<file path="src/rtl/seg_scan_ctrl.sv">
// Four-digit seven-segment scan controller: time-multiplexed digits with dark gaps,
// double-buffered display value loaded through a valid/ready handshake.
module seg_scan_ctrl #(
  parameter int DIV = 50000,
  parameter int GAP = 4
) (
  input  logic        clk,
  input  logic        rst_n,
  input  logic [15:0] data_in,
  input  logic [3:0]  blank_in,
  input  logic        lz_en_in,
  input  logic        load_valid,
  output logic        load_ready,
  output logic [6:0]  seg,
  output logic [3:0]  dig_en,
  output logic        frame_done
);

  localparam int CMAX = (DIV > GAP) ? DIV : GAP;
  localparam int CW   = (CMAX > 1) ? $clog2(CMAX) : 1;
  localparam logic [CW-1:0] DIV_LAST = CW'(DIV - 1);
  localparam logic [CW-1:0] GAP_LAST = CW'(GAP - 1);

  typedef enum logic {S_DRIVE, S_GAP} state_t;

  state_t        state_q, state_d;
  logic [1:0]    idx_q, idx_d;
  logic [CW-1:0] cnt_q, cnt_d;
  logic [15:0]   act_data_q, act_data_d, pnd_data_q, pnd_data_d;
  logic [3:0]    act_blank_q, act_blank_d, pnd_blank_q, pnd_blank_d;
  logic          act_lz_q, act_lz_d, pnd_lz_q, pnd_lz_d;
  logic          pend_q, pend_d;
  logic [6:0]    seg_q, seg_d;
  logic [3:0]    dig_en_q, dig_en_d;
  logic          frame_done_q, frame_done_d;

  function automatic logic [6:0] encode(input logic [3:0] nib);
    case (nib)
      4'h0: encode = 7'h3F;  4'h1: encode = 7'h06;
      4'h2: encode = 7'h5B;  4'h3: encode = 7'h4F;
      4'h4: encode = 7'h66;  4'h5: encode = 7'h6D;
      4'h6: encode = 7'h7D;  4'h7: encode = 7'h07;
      4'h8: encode = 7'h7F;  4'h9: encode = 7'h6F;
      4'hA: encode = 7'h77;  4'hB: encode = 7'h7C;
      4'hC: encode = 7'h39;  4'hD: encode = 7'h5E;
      4'hE: encode = 7'h79;  default: encode = 7'h71;
    endcase
  endfunction

  // Digit 0 is never suppressed as a leading zero; only its blank bit can darken it.
  function automatic logic digit_dark(input logic [15:0] d, input logic [3:0] b,
                                      input logic lz, input logic [1:0] i);
    logic hz;
    case (i)
      2'd1:    hz = (d[15:4] == 12'h000);
      2'd2:    hz = (d[15:8] == 8'h00);
      2'd3:    hz = (d[15:12] == 4'h0);
      default: hz = 1'b0;
    endcase
    digit_dark = b[i] | (lz & hz);
  endfunction

  always_comb begin
    state_d     = state_q;
    idx_d       = idx_q;
    cnt_d       = cnt_q;
    act_data_d  = act_data_q;
    act_blank_d = act_blank_q;
    act_lz_d    = act_lz_q;
    pnd_data_d  = pnd_data_q;
    pnd_blank_d = pnd_blank_q;
    pnd_lz_d    = pnd_lz_q;
    pend_d      = pend_q;
    seg_d       = seg_q;
    dig_en_d    = dig_en_q;

    // valid/ready: a transfer happens on any edge where load_valid && load_ready.
    if (load_valid && !pend_q) begin
      pnd_data_d  = data_in;
      pnd_blank_d = blank_in;
      pnd_lz_d    = lz_en_in;
      pend_d      = 1'b1;
    end

    if (state_q == S_DRIVE && cnt_q == DIV_LAST) begin
      state_d  = S_GAP;
      cnt_d    = '0;
      seg_d    = 7'h00;
      dig_en_d = 4'h0;
    end else if (state_q == S_GAP && cnt_q == GAP_LAST) begin
      state_d = S_DRIVE;
      cnt_d   = '0;
      idx_d   = idx_q + 2'd1;
      if (idx_q == 2'd3 && pend_q) begin
        act_data_d  = pnd_data_q;
        act_blank_d = pnd_blank_q;
        act_lz_d    = pnd_lz_q;
        pend_d      = 1'b0;
      end
      if (digit_dark(act_data_d, act_blank_d, act_lz_d, idx_d)) begin
        seg_d    = 7'h00;
        dig_en_d = 4'h0;
      end else begin
        seg_d    = encode(act_data_d[{idx_d, 2'b00} +: 4]);
        dig_en_d = 4'b0001 << idx_d;
      end
    end else begin
      cnt_d = cnt_q + 1'b1;
    end

    frame_done_d = (state_d == S_GAP) && (idx_d == 2'd3) && (cnt_d == GAP_LAST);
  end

  // Reset parks the scan at the last cycle of GAP(3) so the first edge enters DRIVE(0).
  always_ff @(posedge clk or negedge rst_n) begin
    if (!rst_n) begin
      state_q      <= S_GAP;
      idx_q        <= 2'd3;
      cnt_q        <= GAP_LAST;
      act_data_q   <= 16'h0000;
      act_blank_q  <= 4'h0;
      act_lz_q     <= 1'b0;
      pnd_data_q   <= 16'h0000;
      pnd_blank_q  <= 4'h0;
      pnd_lz_q     <= 1'b0;
      pend_q       <= 1'b0;
      seg_q        <= 7'h00;
      dig_en_q     <= 4'h0;
      frame_done_q <= 1'b0;
    end else begin
      state_q      <= state_d;
      idx_q        <= idx_d;
      cnt_q        <= cnt_d;
      act_data_q   <= act_data_d;
      act_blank_q  <= act_blank_d;
      act_lz_q     <= act_lz_d;
      pnd_data_q   <= pnd_data_d;
      pnd_blank_q  <= pnd_blank_d;
      pnd_lz_q     <= pnd_lz_d;
      pend_q       <= pend_d;
      seg_q        <= seg_d;
      dig_en_q     <= dig_en_d;
      frame_done_q <= frame_done_d;
    end
  end

  assign load_ready = !pend_q;
  assign seg        = seg_q;
  assign dig_en     = dig_en_q;
  assign frame_done = frame_done_q;

endmodule

</file>
<file path="config.mk">
export PLATFORM = sky130hd
export DESIGN_NAME = seg_scan_ctrl
export DESIGN_NICKNAME = d
export VERILOG_FILES = /design/src/rtl/seg_scan_ctrl.sv
export SDC_FILE = /design/constraint.sdc
export NUM_CORES = 1
export LEC_CHECK = 0
export BUFFER_PORTS_ARGS = -buffer_cell sky130_fd_sc_hd__buf_2
export CAP_MARGIN = 20
export CORE_MARGIN = 5
export CORE_UTILIZATION = 33
export DETAILED_ROUTE_END_ITERATION = 10
export PLACE_DENSITY = 0.47
export REMOVE_ABC_BUFFERS = 1
export SYNTH_ARGS = -nofsm -noshare
export SYNTH_HDL_FRONTEND = slang
export SYNTH_SLANG_ARGS = --single-unit
</file>
<file path="constraint.sdc">
create_clock -name clk -period 7.9 [get_ports clk]
set_input_delay 0 -clock clk [delete_from_list [all_inputs] [get_ports clk]]
set_output_delay 0 -clock clk [all_outputs]
set_load 0.02 [all_outputs]
</file>
### Yosys cells after proc, flatten, opt, wreduce, memory -nomap -nowiden

Memories as Yosys holds them, arrays and structs flattened.
Index checks and enable logic that the tools add are counted.

| word-level totals | value |
|---|---|
| bits in registers | 74 |
| ROM bits | 112 |
| bits of input ports | 24 |
| output and inout bits | 13 |
| logic and storage cells | 73 |
| memories | 1 |

| operators by class | value |
|---|---|
| $add $sub $neg | 2 |
| magnitude comparators | 1 |
| equal/unequal tests | 8 |
| shift-type cells | 2 |
| mux-type cells | 30 |
| bitwise logic cells | 4 |
| reduce and logical (&&, ||, !) cells | 12 |

Memory list:

| name | depth | width | read ports | clocked after Yosys merged registers in | write ports | RTL line | RTL |
|---|---|---|---|---|---|---|---|
| (name not given) | 16 | 7 | 1 | 0 | 0 | 38 | `case (nib)` |

Operators with widths:

| kind | count |
|---|---|
| two-way mux 16 bit | 5 |
| equality test 16 x 2 -> 1 bit, second input constant | 2 |
| two-way mux 4 bit | 6 |
| two-way mux 7 bit | 3 |
| adder 16 x 1 -> 16 bit, second input constant | 1 |
| equality test 16 bit, second input constant | 1 |
| indexed part select 16 x 5 -> 4 bit | 1 |
| logical NOT 12 bit | 1 |
| two-way mux 1 bit | 12 |
| equality test 2 bit, second input constant | 4 |
| logical NOT 8 bit | 1 |
| logical AND 1 bit | 6 |
| logical NOT 4 bit | 1 |
| two-way mux 2 bit | 2 |
| << shifter 1 x 2 -> 4 bit, first input constant | 1 |
| less-than comparator 2 x 3 -> 1 bit, second input constant | 1 |
| one-hot mux 1 bit (3 select lines) | 1 |
| adder 2 x 1 -> 2 bit, second input constant | 1 |
| binary-select mux 1 bit (select 2 bit) | 1 |
| equality test 2 x 1 -> 1 bit, second input constant | 1 |
| NOT 1 bit | 2 |
| AND reduction 2 bit | 1 |
| nonzero test 2 bit | 1 |
| AND 1 bit | 1 |
| 2 further kinds | 2 |

### Longest topological paths before layout

Gate-level depths: netlist of the first run.

| logic depth | value |
|---|---|
| word-level depth | 14 |
| gate-level depth with buffers | 11 |
| mapped depth without buffers | 10 |

### Worst setup path before layout of the first run

Ideal clock, no wire load.

| timing | value |
|---|---|
| path type | reg2reg |
| from | reg idx_q[0] |
| to | reg seg_q[3], in the netlist seg[3] |
| setup time | 0.131 ns |
| arrival time | 3.056 ns |
| path slack | 4.713 ns |
| cell stages (with the launch flop) | 10 |
| buffers on the path | 1 |
| cell sequence | dfstp_2 clkinv_1 ha_1 clkbuf_1 mux4_2 mux2i_1 ha_1 mux2_2 mux2i_1 o21ai_0 |

| between the ends | value |
|---|---|
| word-level cells in the longest chain between the ends | 14 |
| elaborated cells on any way between the ends | 30 |
| those cells by class | add/sub: 1; eq/ne: 4; shift: 1; mux: 17; bitwise: 2; reduce/logical: 4; memory: 1 |

Ends and longest elaborated chain:

| element | RTL line | RTL |
|---|---|---|
| start, declared | 27 | `logic [1:0] idx_q, idx_d;` |
| start signal, assigned | 132 | `idx_q <= idx_d;` |
| branches (longest 11 deep; another with memory (16 x 7 bit)) | n/a |  |
| two-way mux 7 bit (*) | 100 | `if (digit_dark(act_data_d, act_blank_d, act_lz_d, idx_d)) begin` |
| two-way mux 7 bit (*) | 90 | `end else if (state_q == S_GAP && cnt_q == GAP_LAST) begin` |
| two-way mux 7 bit (*) | 85 | `if (state_q == S_DRIVE && cnt_q == DIV_LAST) begin` |
| end signal, assigned | 141 | `seg_q <= seg_d;` |
| end, declared | 33 | `logic [6:0] seg_q, seg_d;` |

Mark *: on every way between the ends. The select of a mux whose other input is x is not followed.
A chain may end at the register's enable or synchronous reset.

### Worst setup path in the final report of the first run

Ends and elaborated chain as after synthesis.

==> run metrics, run 1 <==
worst hold path class=primary input to async pin; Hold Violations, Final=0; minimum clock period=3.50 ns; Setup Viol. Count Final=0; Post-Syn Area=3810 sq um; fmax=about 290 MHz; CP Max Fanout=13; power per cell area=175 nW/um^2; syn avg cell area=12.1 sq um; Die ar.=13800 sq um; largest net degree at the start of global routing=75; Crit. Startpoint=idx_q[0]; largest family of logic cells by synthesized area=multiplexers; post-synth top area share=0.453; die width=117 um; initial core utilization=0.335; gpl congestion=around 0.80; cts bufs inserted=9; H-tree Lvls=3; Final Max Slew Viols=0; Worst path top cell family by delay=multiplexers; Post-synth EDFFs=0; CP cell instances=clkinv_1 > ha_1 > mux4_2 > mux2i_1 > ha_1 > mux2_2 > mux2i_1 > o21ai_0; FF-to-FF Start=idx_q[0]; post-synthesis simple-gate area fraction=0.125; WP data arrival=3.71 ns; Worst-path clk slew=0.06 ns; reg2reg end=seg[3]; R2R depth=8; Area contributors post-synth=dfrtp_1 (45%), mux2_2 (8.3%), mux2_1 (5.6%), mux4_2 (4.7%), ha_1 (3.9%); Skew-Pair Late Insertion Delay=0.34 ns; post-CTS sizing=0; WL final=7.98 mm; first-pass GRT wire length=roughly 14 mm; clk root buf=clkbuf_16; Final Cell Area=4630 sq um; Via density=5.00; Critical Path RT=about 8 ns; status=finished clean; Async SR Flop Fraction=1.00; drt wl/cell=15.3 um; CP endpoint kind=register; cell taking the most area after synthesis=dfrtp_1; maximum vdd drop=131 uV; worst reg-to-reg setup slack=about 4.4 ns; CTS max path bufs=2; initial drt markers=99; Tcrit/Tclk final=0.444; Synth Area in XOR/XNOR=0.0391; Buf+Inv Stages, Crit Path=1; CP Launch Type=register; yosys warns=0; Synth Instances=314; register bit total from synthesis=74; CP max-delay cell=ha_1; clock sinks=74; CP max stage delay=~0.74 ns; IO Pins=37; Core Rows=39; mux cell area share after synthesis=0.216; vias in the first global route=2699; Slew Limit Headroom=0.367; static leakage=0.00221 uW; grt ovf=0; antenna violations before repair=0; Core Footprint=11400 sq um; WP depth=8; Vias=between 2000 and 3000; Crit Path Class=register to register; Slew @ Worst Pin=approximately 0.95 ns; die height=117 um; compound-cell area share of the yosys netlist=0.0601; Antenna Nets Post-Route=0; layout cell share with drive strength beyond 1=0.261; RSZ-0062 raised after global routing=no; CTS tree=built; sequential share of the synthesized area=0.488; Worst Setup EP=seg[3]; Synth Area in Adders=0.0394; Area Growth Syn to Fin=21.6%; GR Util All Layers=0.124; Post-route DRC=0; setup total negative slack=0 ns; worst-case clock skew=approximately 0.0085 ns; max_cap viols=0; router iterations before antenna repair=4; distinct cell type count after synthesis=50; Port Buffers=36; hpwl dp=5.54 mm; placement-stage cell area=4110 sq um; diode count=0; number of nets in the final layout=410; Main synth FF type=dfrtp_1
==> kinds of logic (layout without fill, tap and decap cells) <==
group                      after synthesis  after routing
AOI/OAI and AO/OA                       32             32
xor gates and xnor gates                17             17
and+or+nand+nor                         86             86
DFF                                     74             74
buffers and inverters                   27             92
muxes                                   66             66
adders and majority gates               12             12
==> per-stage QoR <==
| step | worst slack [ns] | power, uW | cells | hold WS [ns] | utilization |
|---|---|---|---|---|---|
| floorplan | 4.86 | 421 | 302 | -0.296 | - |
| finish | 4.40 | 809 | 522 | 0.351 | 0.407 |
| global placement | 4.45 | 442 | 481 | 0.217 | 0.361 |
| global route | 4.04 | 848 | 522 | 0.414 | 0.407 |
| CTS | 4.35 | 827 | 520 | 0.403 | 0.405 |
| detailed placement | 4.36 | 442 | 481 | 0.221 | 0.361 |
==> power breakdown <==
group          total, uW  switching, uW  internal [uW]
logic               37.6           13.0           24.6
clock network        367            155            211
registers            405           12.6            392
total                809            181            628
==> Yosys cell counts (all sizes together) (7+ instances only) <==
library cell  instances
mux2i                11
dfrtp                69
xnor2                10
clkbuf                8
xor2                  7
inv                  14
mux4                  8
o21ai                11
nor2                 18
nor4                  8
nand2                19
mux2                 47
and3                  7
ha                   12
==> worst min-delay path by stage <==
| stage | startpoint | endpoint | slack (ns) | cells past startpoint |
|---|---|---|---|---|
| after floorplan | rst_n | act_blank_q[0] | -0.30 | 0 |
| after global placement | rst_n | seg[5] | 0.22 | 1 |
| after detailed placement | rst_n | seg[6] | 0.22 | 1 |
| after CTS | rst_n | cnt_q[6] | 0.40 | 2 |
| after global routing | data_in[6] | pnd_data_q[6] | 0.41 | 3 |
| final | rst_n | cnt_q[9] | 0.35 | 2 |
==> layout make-up <==
class / instances / area [sq um]
Fill cell: 1097 / 6740
Clock buffer: 11 / 233
Clock inverter: 5 / 31.3
Tap cell: 143 / 179
Inverter: 15 / 56.3
Timing Repair Buffer: 61 / 443
Multi-Input combinational cell: 213 / 1830
Sequential cell: 74 / 1860
==> per-layer routing <==
metal,global-route usage,up-vias,part of all wire
li1,-,1266,-
met1,0.168,1291,0.49
met2,0.182,43,0.45
met3,0.0361,9,0.044
met4,0.0566,0,0.020
met5,0,-,0
==> sequential cells by signal (all words and copies together), names as in the netlist, 2 cells and up <==
signal,flops
act_blank_q,4
act_data_q,16
cnt_q,16
dig_en,4
idx_q,2
pnd_blank_q,4
pnd_data_q,16
seg,7
==> cells in the final DEF (no fill, tap or decap), types with 9 or more instances in the layout <==
cell type	synthesis	final
buf_2	0	35
clkbuf_16	0	9
dfrtp_1	69	69
dlygate4sd3_1	0	23
ha_1	12	12
inv_1	14	14
mux2_1	19	19
mux2_2	28	28
mux2i_1	10	10
nand2_1	18	18
nor2_1	18	18
o21ai_0	9	9
xnor2_1	10	10
==> what timing repair did <==
item | in CTS | in global routing
buffers inserted | 0 | 0
endpoints found under the hold margin | 91 | 0
hold buffers | 23 | 0
(Power assumes the default switching activity.)
==> inputs of run 2 (changes only) <==
--- a/config.mk
+++ b/config.mk
@@ -5,12 +5,13 @@
 export SDC_FILE = /design/constraint.sdc
 export NUM_CORES = 1
 export LEC_CHECK = 0
+export ABC_AREA = 1
 export BUFFER_PORTS_ARGS = -buffer_cell sky130_fd_sc_hd__buf_2
 export CAP_MARGIN = 20
 export CORE_MARGIN = 5
 export CORE_UTILIZATION = 33
 export DETAILED_ROUTE_END_ITERATION = 10
-export PLACE_DENSITY = 0.47
+export PLACE_DENSITY = 0.46
 export REMOVE_ABC_BUFFERS = 1
 export SYNTH_ARGS = -nofsm -noshare
 export SYNTH_HDL_FRONTEND = slang
==> constraint.sdc (replaced) <==
create_clock -name clk -period 3.7 [get_ports clk]
set_input_delay 0 -clock clk [delete_from_list [all_inputs] [get_ports clk]]
set_output_delay 0 -clock clk [all_outputs]
set_load 0.02 [all_outputs]
==> run 2 against run 1 <==
  * Clock skew increased by 0.0015 ns
  * Die area increased by 10%
  * Largest power group is now the clock network
  * Largest cell class is now multi-input combinational cells
  * Sequential cell count unchanged
  * Via count increased by 38%
  * Final area increased by 10%
  * Sequential share of layout area decreased by 3.7 points
  * Cell count increased by 51%
  * Global-route usage increased by 2.2 points
==> run metrics, run 2 <==
vias in the first global route=3534 (+31%); syn avg cell area=7.65 sq um (-37%); router iterations before antenna repair=4 (unchanged); WL final=10.1 mm (+26%); maximum vdd drop=219 uV (+68%); setup total negative slack=0 ns (unchanged); Buf+Inv Stages, Crit Path=1 (unchanged); initial drt markers=182 (+84%); R2R depth=15 (+7); Tcrit/Tclk final=0.763 (+0.320); Post-Syn Area=4230 sq um (+11%); yosys warns=0 (unchanged); CTS tree=built; CP endpoint kind=register; worst hold path class=primary input to async pin; minimum clock period=2.82 ns (-0.681 ns); hpwl dp=7.31 mm (+32%); RSZ-0062 raised after global routing=no; Post-route DRC=0 (unchanged); largest net degree at the start of global routing=75 (unchanged); diode count=0 (unchanged); sequential share of the synthesized area=0.439 (-0.0485); cell taking the most area after synthesis=dfrtp_1; grt ovf=0 (unchanged); initial core utilization=0.336 (+0.00150); CP max-delay cell=dfstp_2; Worst-path clk slew=0.06 ns (about the same); die width=123 um (+4.9%); CP Launch Type=register; WP data arrival=3.05 ns (-0.66 ns); CP Max Fanout=27 (+14); static leakage=0.00273 uW (+23%); worst-case clock skew=0.0100 ns (+0.00146 ns); worst reg-to-reg setup slack=0.88 ns (-3.52 ns); Worst path top cell family by delay=simple AND/OR/NAND/NOR gates; FF/Latch Area=1860 sq um (unchanged); Area contributors post-synth=dfrtp_1 (41%), nand2_1 (17%), nand3_1 (7.3%), inv_1 (5.9%), mux2_2 (5.3%); Setup Buffers After CTS=0 (unchanged); Synth Instances=553 (+76%); antenna violations before repair=0 (unchanged); Via density=4.56 (-8.8%); CP cell instances=ha_1 > nand2_8 > nand2_1 > nand2_1 > nand2_1 > nand3_1 > nand2_1 > ha_1 > inv_1 > nand2_1 > nand2_1 > o21ai_0 > nor2_1 > nand2_1 > nand2_1; Critical Path RT=3.93 ns (-4.18 ns); most frequent cells in the layout=nand2_1 (190), dfrtp_1 (69), inv_1 (66); most common library cells after synthesis=nand2_1 (190), dfrtp_1 (69), inv_1 (66), nand3_1 (62), nor2_1 (39); cts bufs inserted=9 (unchanged); post-CTS sizing=0 (unchanged); top flop regs=act_data_q: 16 flops, cnt_q: 16 flops, pnd_data_q: 16 flops; H-tree Lvls=3 (unchanged); Vias=3589 (+38%); distinct cell type count after synthesis=31 (-38%); clk root buf=clkbuf_16; IO Pins=37 (unchanged); first-pass GRT wire length=17.4 mm (+25%); post-synth top area share=0.408 (-0.0451); GR Util All Layers=0.146 (+0.0224); Crit Path Class=register to register; Filler Cells Inserted=1326 (+21%); Core Footprint=12600 sq um (+11%); Die ar.=15200 sq um (+10%); Async SR Flop Fraction=1.00 (unchanged); Post-synth EDFFs=0 (unchanged); Final Max Slew Viols=0 (unchanged); drt wl/cell=12.8 um (-16%); Slew @ Worst Pin=0.893 ns (-0.0568 ns); Final Cell Area=5100 sq um (+10%); Antenna Nets Post-Route=0 (unchanged); power per cell area=354 nW/um^2 (+100%); reg2reg end=seg[0]; die height=123 um (+4.9%); layout cell share with drive strength beyond 1=0.163 (-0.0986); FF-to-FF Start=idx_q[0]; Skew-Pair Late Insertion Delay=0.34 ns (about the same); Main synth FF type=dfrtp_1; number of nets in the final layout=646 (+58%); most common cell type on the critical path=nand2_1; Core Rows=41 (+5.1%); register bit total from synthesis=74 (unchanged); area of the multi-input gates=2000 sq um (+9.6%); CP max stage delay=0.71 ns (-0.03 ns); Final Non-Filler Cells=787 (+51%); status=finished clean; Hold Violations, Final=0 (unchanged); fmax=354 MHz (+24%); leading cell type in the layout, fill and taps excluded=nand2_1; Setup Viol. Count Final=0 (unchanged); Area Growth Syn to Fin=20.7%; Port Buffers=36 (unchanged); count leader, synth=nand2_1; clock sinks=74 (unchanged); Slew Limit Headroom=0.403 (+0.0364); placement-stage cell area=4540 sq um (+11%); gpl congestion=0.827 (+4.0%); CTS max path bufs=2 (unchanged); Placed Instances=748 (+56%); max_cap viols=0 (unchanged)
-- run 2: through the flow --
step           setup WS (ns)  utilization  power [uW]  hold WS [ns]
5_1_grt                0.574        0.406        1880         0.206
6_report               0.876        0.406        1810         0.153
3_5_place_dp           0.880        0.361         854         0.231
4_1_cts                0.863        0.404        1840         0.403
2_1_floorplan           1.17            -         825        -0.296
3_3_place_gp           0.940        0.361         852         0.214
-- run 2: worst max path at each step --
stage                   from      to  slack (ns)  cells past startpoint
CTS                 idx_q[0]  seg[0]        0.86                     15
global placement    idx_q[0]  seg[0]        0.94                     15
floorplan           idx_q[0]  seg[0]        1.17                     15
global route        idx_q[0]  seg[0]        0.57                     15
detailed placement  idx_q[0]  seg[0]        0.88                     15
finish              idx_q[0]  seg[0]        0.88                     15
-- run 2: routing by layer --
| metal | vias to the layer above | track usage | part of all wire |
|---|---|---|---|
| met1 | 1658 | 0.203 | 0.50 |
| met5 | - | 0 | 0 |
| li1 | 1865 | - | - |
| met3 | 9 | 0.0416 | 0.048 |
| met2 | 57 | 0.223 | 0.44 |
| met4 | 0 | 0.0422 | 0.010 |
-- run 2: kinds of logic (layout without fill, tap and decap cells) --
group / Yosys count / count (layout) / synth area share
buf+inv: 86 / 148 / 0.0867
fa+ha+maj: 12 / 12 / 0.0355
xor+xnor: 3 / 3 / 0.00621
mux: 22 / 22 / 0.0580
simple gates: 318 / 318 / 0.323
compound gates: 38 / 38 / 0.0509
flops: 74 / 74 / 0.439
-- run 2: final cells by class --
cell class                 instances  share of cell area
clock buffer                      11              0.0476
sequential                        74               0.364
clock inverter                     5              0.0152
tap                              172              0.0422
inverter                          71              0.0522
timing repair buffer              61              0.0858
multi-input combinational        393               0.393
-- run 2: what timing repair did --
action                                  CTS  global route
hold endpoints to repair                 90             0
endpoints found under the setup margin    0             0
hold buffers                             22             0
-- run 2: worst reg2reg max path, delay by kind of cell, from the launching register on --
family	cells	cell delay [ns]
AO/OA/AOI/OAI	1	0.14
adder cells (fa/ha/maj)	2	0.73
buffers and inverters	1	0.07
flip-flops	1	0.71
AND/OR/NAND/NOR	11	1.07
-- run 2: power by group --
part	internal [uW]	switching (uW)	leakage, uW
clock	607	342	0.000156
combinational	26.0	21.2	0.00157
sequential	810	0	0.000996
==> inputs of run 3 (changes only) <==
--- a/config.mk
+++ b/config.mk
@@ -11,7 +11,7 @@
 export CORE_MARGIN = 5
 export CORE_UTILIZATION = 33
 export DETAILED_ROUTE_END_ITERATION = 10
-export PLACE_DENSITY = 0.46
+export PLACE_DENSITY = 0.48
 export REMOVE_ABC_BUFFERS = 1
 export SYNTH_ARGS = -nofsm -noshare
 export SYNTH_HDL_FRONTEND = slang
==> constraint.sdc (replaced) <==
create_clock -name clk -period 2.4 [get_ports clk]
set_input_delay 0 -clock clk [delete_from_list [all_inputs] [get_ports clk]]
set_output_delay 0 -clock clk [all_outputs]
set_load 0.02 [all_outputs]
==> run 3 against run 2 <==
  * Combinational power rose by 58%
  * Sequential cell count stayed put
  * Clock-buffer cell count grew 5
  * Critical endpoint unchanged
  * Fmax up 26%
  * Clock power grew 33%
  * Die area unchanged
  * Register-to-register slack lost 0.72 ns
  * Highest routed layer unchanged
==> run metrics, run 3 (synthesis results as in run 2) <==
initial drt markers=148 (-19%); Via density=4.59 (+0.60%); WP data arrival=2.48 ns (-0.57 ns); Post-route DRC=0 (unchanged); worst-case clock skew=0.00552 ns (-0.00449 ns); Crit. Startpoint=idx_q[0]; M3 GR Usage=0.0366 (-0.00503); met1 usage=0.209 (+0.00571); CP max-delay cell=dfstp_2; antenna violations before repair=0 (unchanged); top flop regs=act_data_q: 16 flops, cnt_q: 16 flops, pnd_data_q: 16 flops; FF-to-FF Start=idx_q[0]; Critical Path RT=2.63 ns (-1.30 ns); IO Pins=37 (unchanged); worst reg-to-reg setup slack=0.16 ns (-0.72 ns); Worst-path clk slew=0.06 ns (about the same); die width=123 um (unchanged); Antenna Nets Post-Route=0 (unchanged); gpl congestion=0.899 (+8.8%); CTS max path bufs=2 (unchanged); CP Launch Type=register; WP depth=16 (+1); drt wl/cell=12.9 um (+0.89%); CP max stage delay=0.59 ns (-0.12 ns); Core Rows=41 (unchanged); Worst Setup EP=seg[0]; most frequent cells in the layout=nand2_1 (188), dfrtp_1 (69), inv_1 (66); diode count=0 (unchanged); Tcrit/Tclk final=0.935 (+0.172); largest net degree at the start of global routing=75 (unchanged); first-pass GRT wire length=17.2 mm (-1.2%); Area Growth Syn to Fin=24.1%; Final Max Slew Viols=0 (unchanged); GR Util met2=0.213 (-0.00985); Slew @ Worst Pin=0.525 ns (-0.368 ns); Port Buffers=36 (unchanged); WL final=10.4 mm (+2.9%); Top Usage Layer GRT=met2; number of nets in the final layout=662 (+2.5%); max_cap viols=0 (unchanged); Crit Path Class=register to register; CP cell instances=ha_4 > buf_12 > nand2_8 > buf_6 > nand2_1 > nand2_1 > nand2_1 > nand3_1 > nand2_2 > inv_2 > nor2_1 > nand2_1 > nand2_1 > nor2_1 > nand2_1 > nand2_1; Hold Slack=0.0362 ns (-0.117 ns); Setup Viol. Count Final=0 (unchanged); status=finished clean; leading cell type in the layout, fill and taps excluded=nand2_1; static leakage=0.00279 uW (+2.2%); grt ovf=0 (unchanged); router iterations before antenna repair=4 (unchanged); Skew-Pair Late Insertion Delay=0.34 ns (about the same); hpwl dp=7.36 mm (+0.68%); GR Util All Layers=0.146 (-0.000860); vias in the first global route=3462 (-2.0%); layout cell share with drive strength beyond 1=0.185 (+0.0228); clock sinks=74 (unchanged); Die ar.=15200 sq um (unchanged); setup total negative slack=0 ns (unchanged); die height=123 um (unchanged); Hold Violations, Final=0 (unchanged); R2R depth=16 (+1); initial core utilization=0.336 (unchanged); CP endpoint kind=register; Slew Limit Headroom=0.647 (+0.244); clk root buf=clkbuf_16; most common cell type on the critical path=nand2_1; fmax=446 MHz (+26%); reg2reg end=seg[0]; H-tree Lvls=3 (unchanged); Core Footprint=12600 sq um (unchanged); CTS tree=built; Worst path top cell family by delay=simple AND/OR/NAND/NOR gates; maximum vdd drop=275 uV (+25%); Filler Cells Inserted=1288 (-2.9%); power per cell area=492 nW/um^2 (+39%); CP Max Fanout=17 (-37%); Buf+Inv Stages, Crit Path=3 (+2); minimum clock period=2.24 ns (-0.581 ns); Vias=3684 (+2.6%); cts bufs inserted=9 (unchanged); worst hold path class=primary input to async pin
[run 3: how the worst min path moves through the flow]
stage | slack [ns] | to | from | cells after the start
floorplan | -0.30 | act_blank_q[0] | rst_n | 0
global placement | 0.22 | cnt_q[5] | rst_n | 1
detailed placement | 0.23 | cnt_q[5] | rst_n | 1
CTS | 0.12 | pend_q | load_valid | 4
global route | 0.05 | cnt_q[5] | rst_n | 2
finish | 0.04 | cnt_q[5] | rst_n | 2
[run 3: final cells by class]
type	count	area [sq um]	share of cell area
Clock buffer	16	272	0.0517
Multi-Input combinational cell	393	2040	0.388
Inverter	71	267	0.0508
Tap cell	172	215	0.0410
Timing Repair Buffer	77	599	0.114
Sequential cell	74	1860	0.354
[run 3: where the power goes]
part	internal (uW)	switching (uW)	leakage, uW
sequential	1250	0	0.000996
clock	759	500	0.000131
combinational	41.5	33.0	0.00166
[run 3: through the flow]
| step | cell area [sq um] | power (uW) | instances | setup slack, ns | utilization |
|---|---|---|---|---|---|
| floorplan | 4130 | 1270 | 538 | -0.127 | - |
| global placement | 4610 | 1310 | 756 | 0.0768 | 0.367 |
| detailed placement | 4610 | 1320 | 756 | 0.0173 | 0.367 |
| CTS | 5110 | 2620 | 794 | 0.0553 | 0.406 |
| global route | 5250 | 2700 | 803 | -0.00177 | 0.418 |
| finish | 5250 | 2580 | 803 | 0.156 | 0.418 |
[run 3: per-layer routing]
metal / up-vias / wire length (um) / share of wire
met5: - / 0 / 0
met4: 0 / 154 / 0.015
met3: 10 / 587 / 0.057
met2: 90 / 4510 / 0.44
met1: 1686 / 5110 / 0.49
li1: 1898 / - / -
[run 3: what timing repair did]
| action | in CTS | in global routing |
|---|---|---|
| gates cloned | 0 | 1 |
| endpoints found under the setup margin | 1 | 8 |
| gates resized for setup | 1 | 8 |
| setup buffers | 0 | 7 |
| pin swaps | 0 | 3 |
| hold buffers | 22 | 0 |
| endpoints found under the hold margin | 90 | 0 |
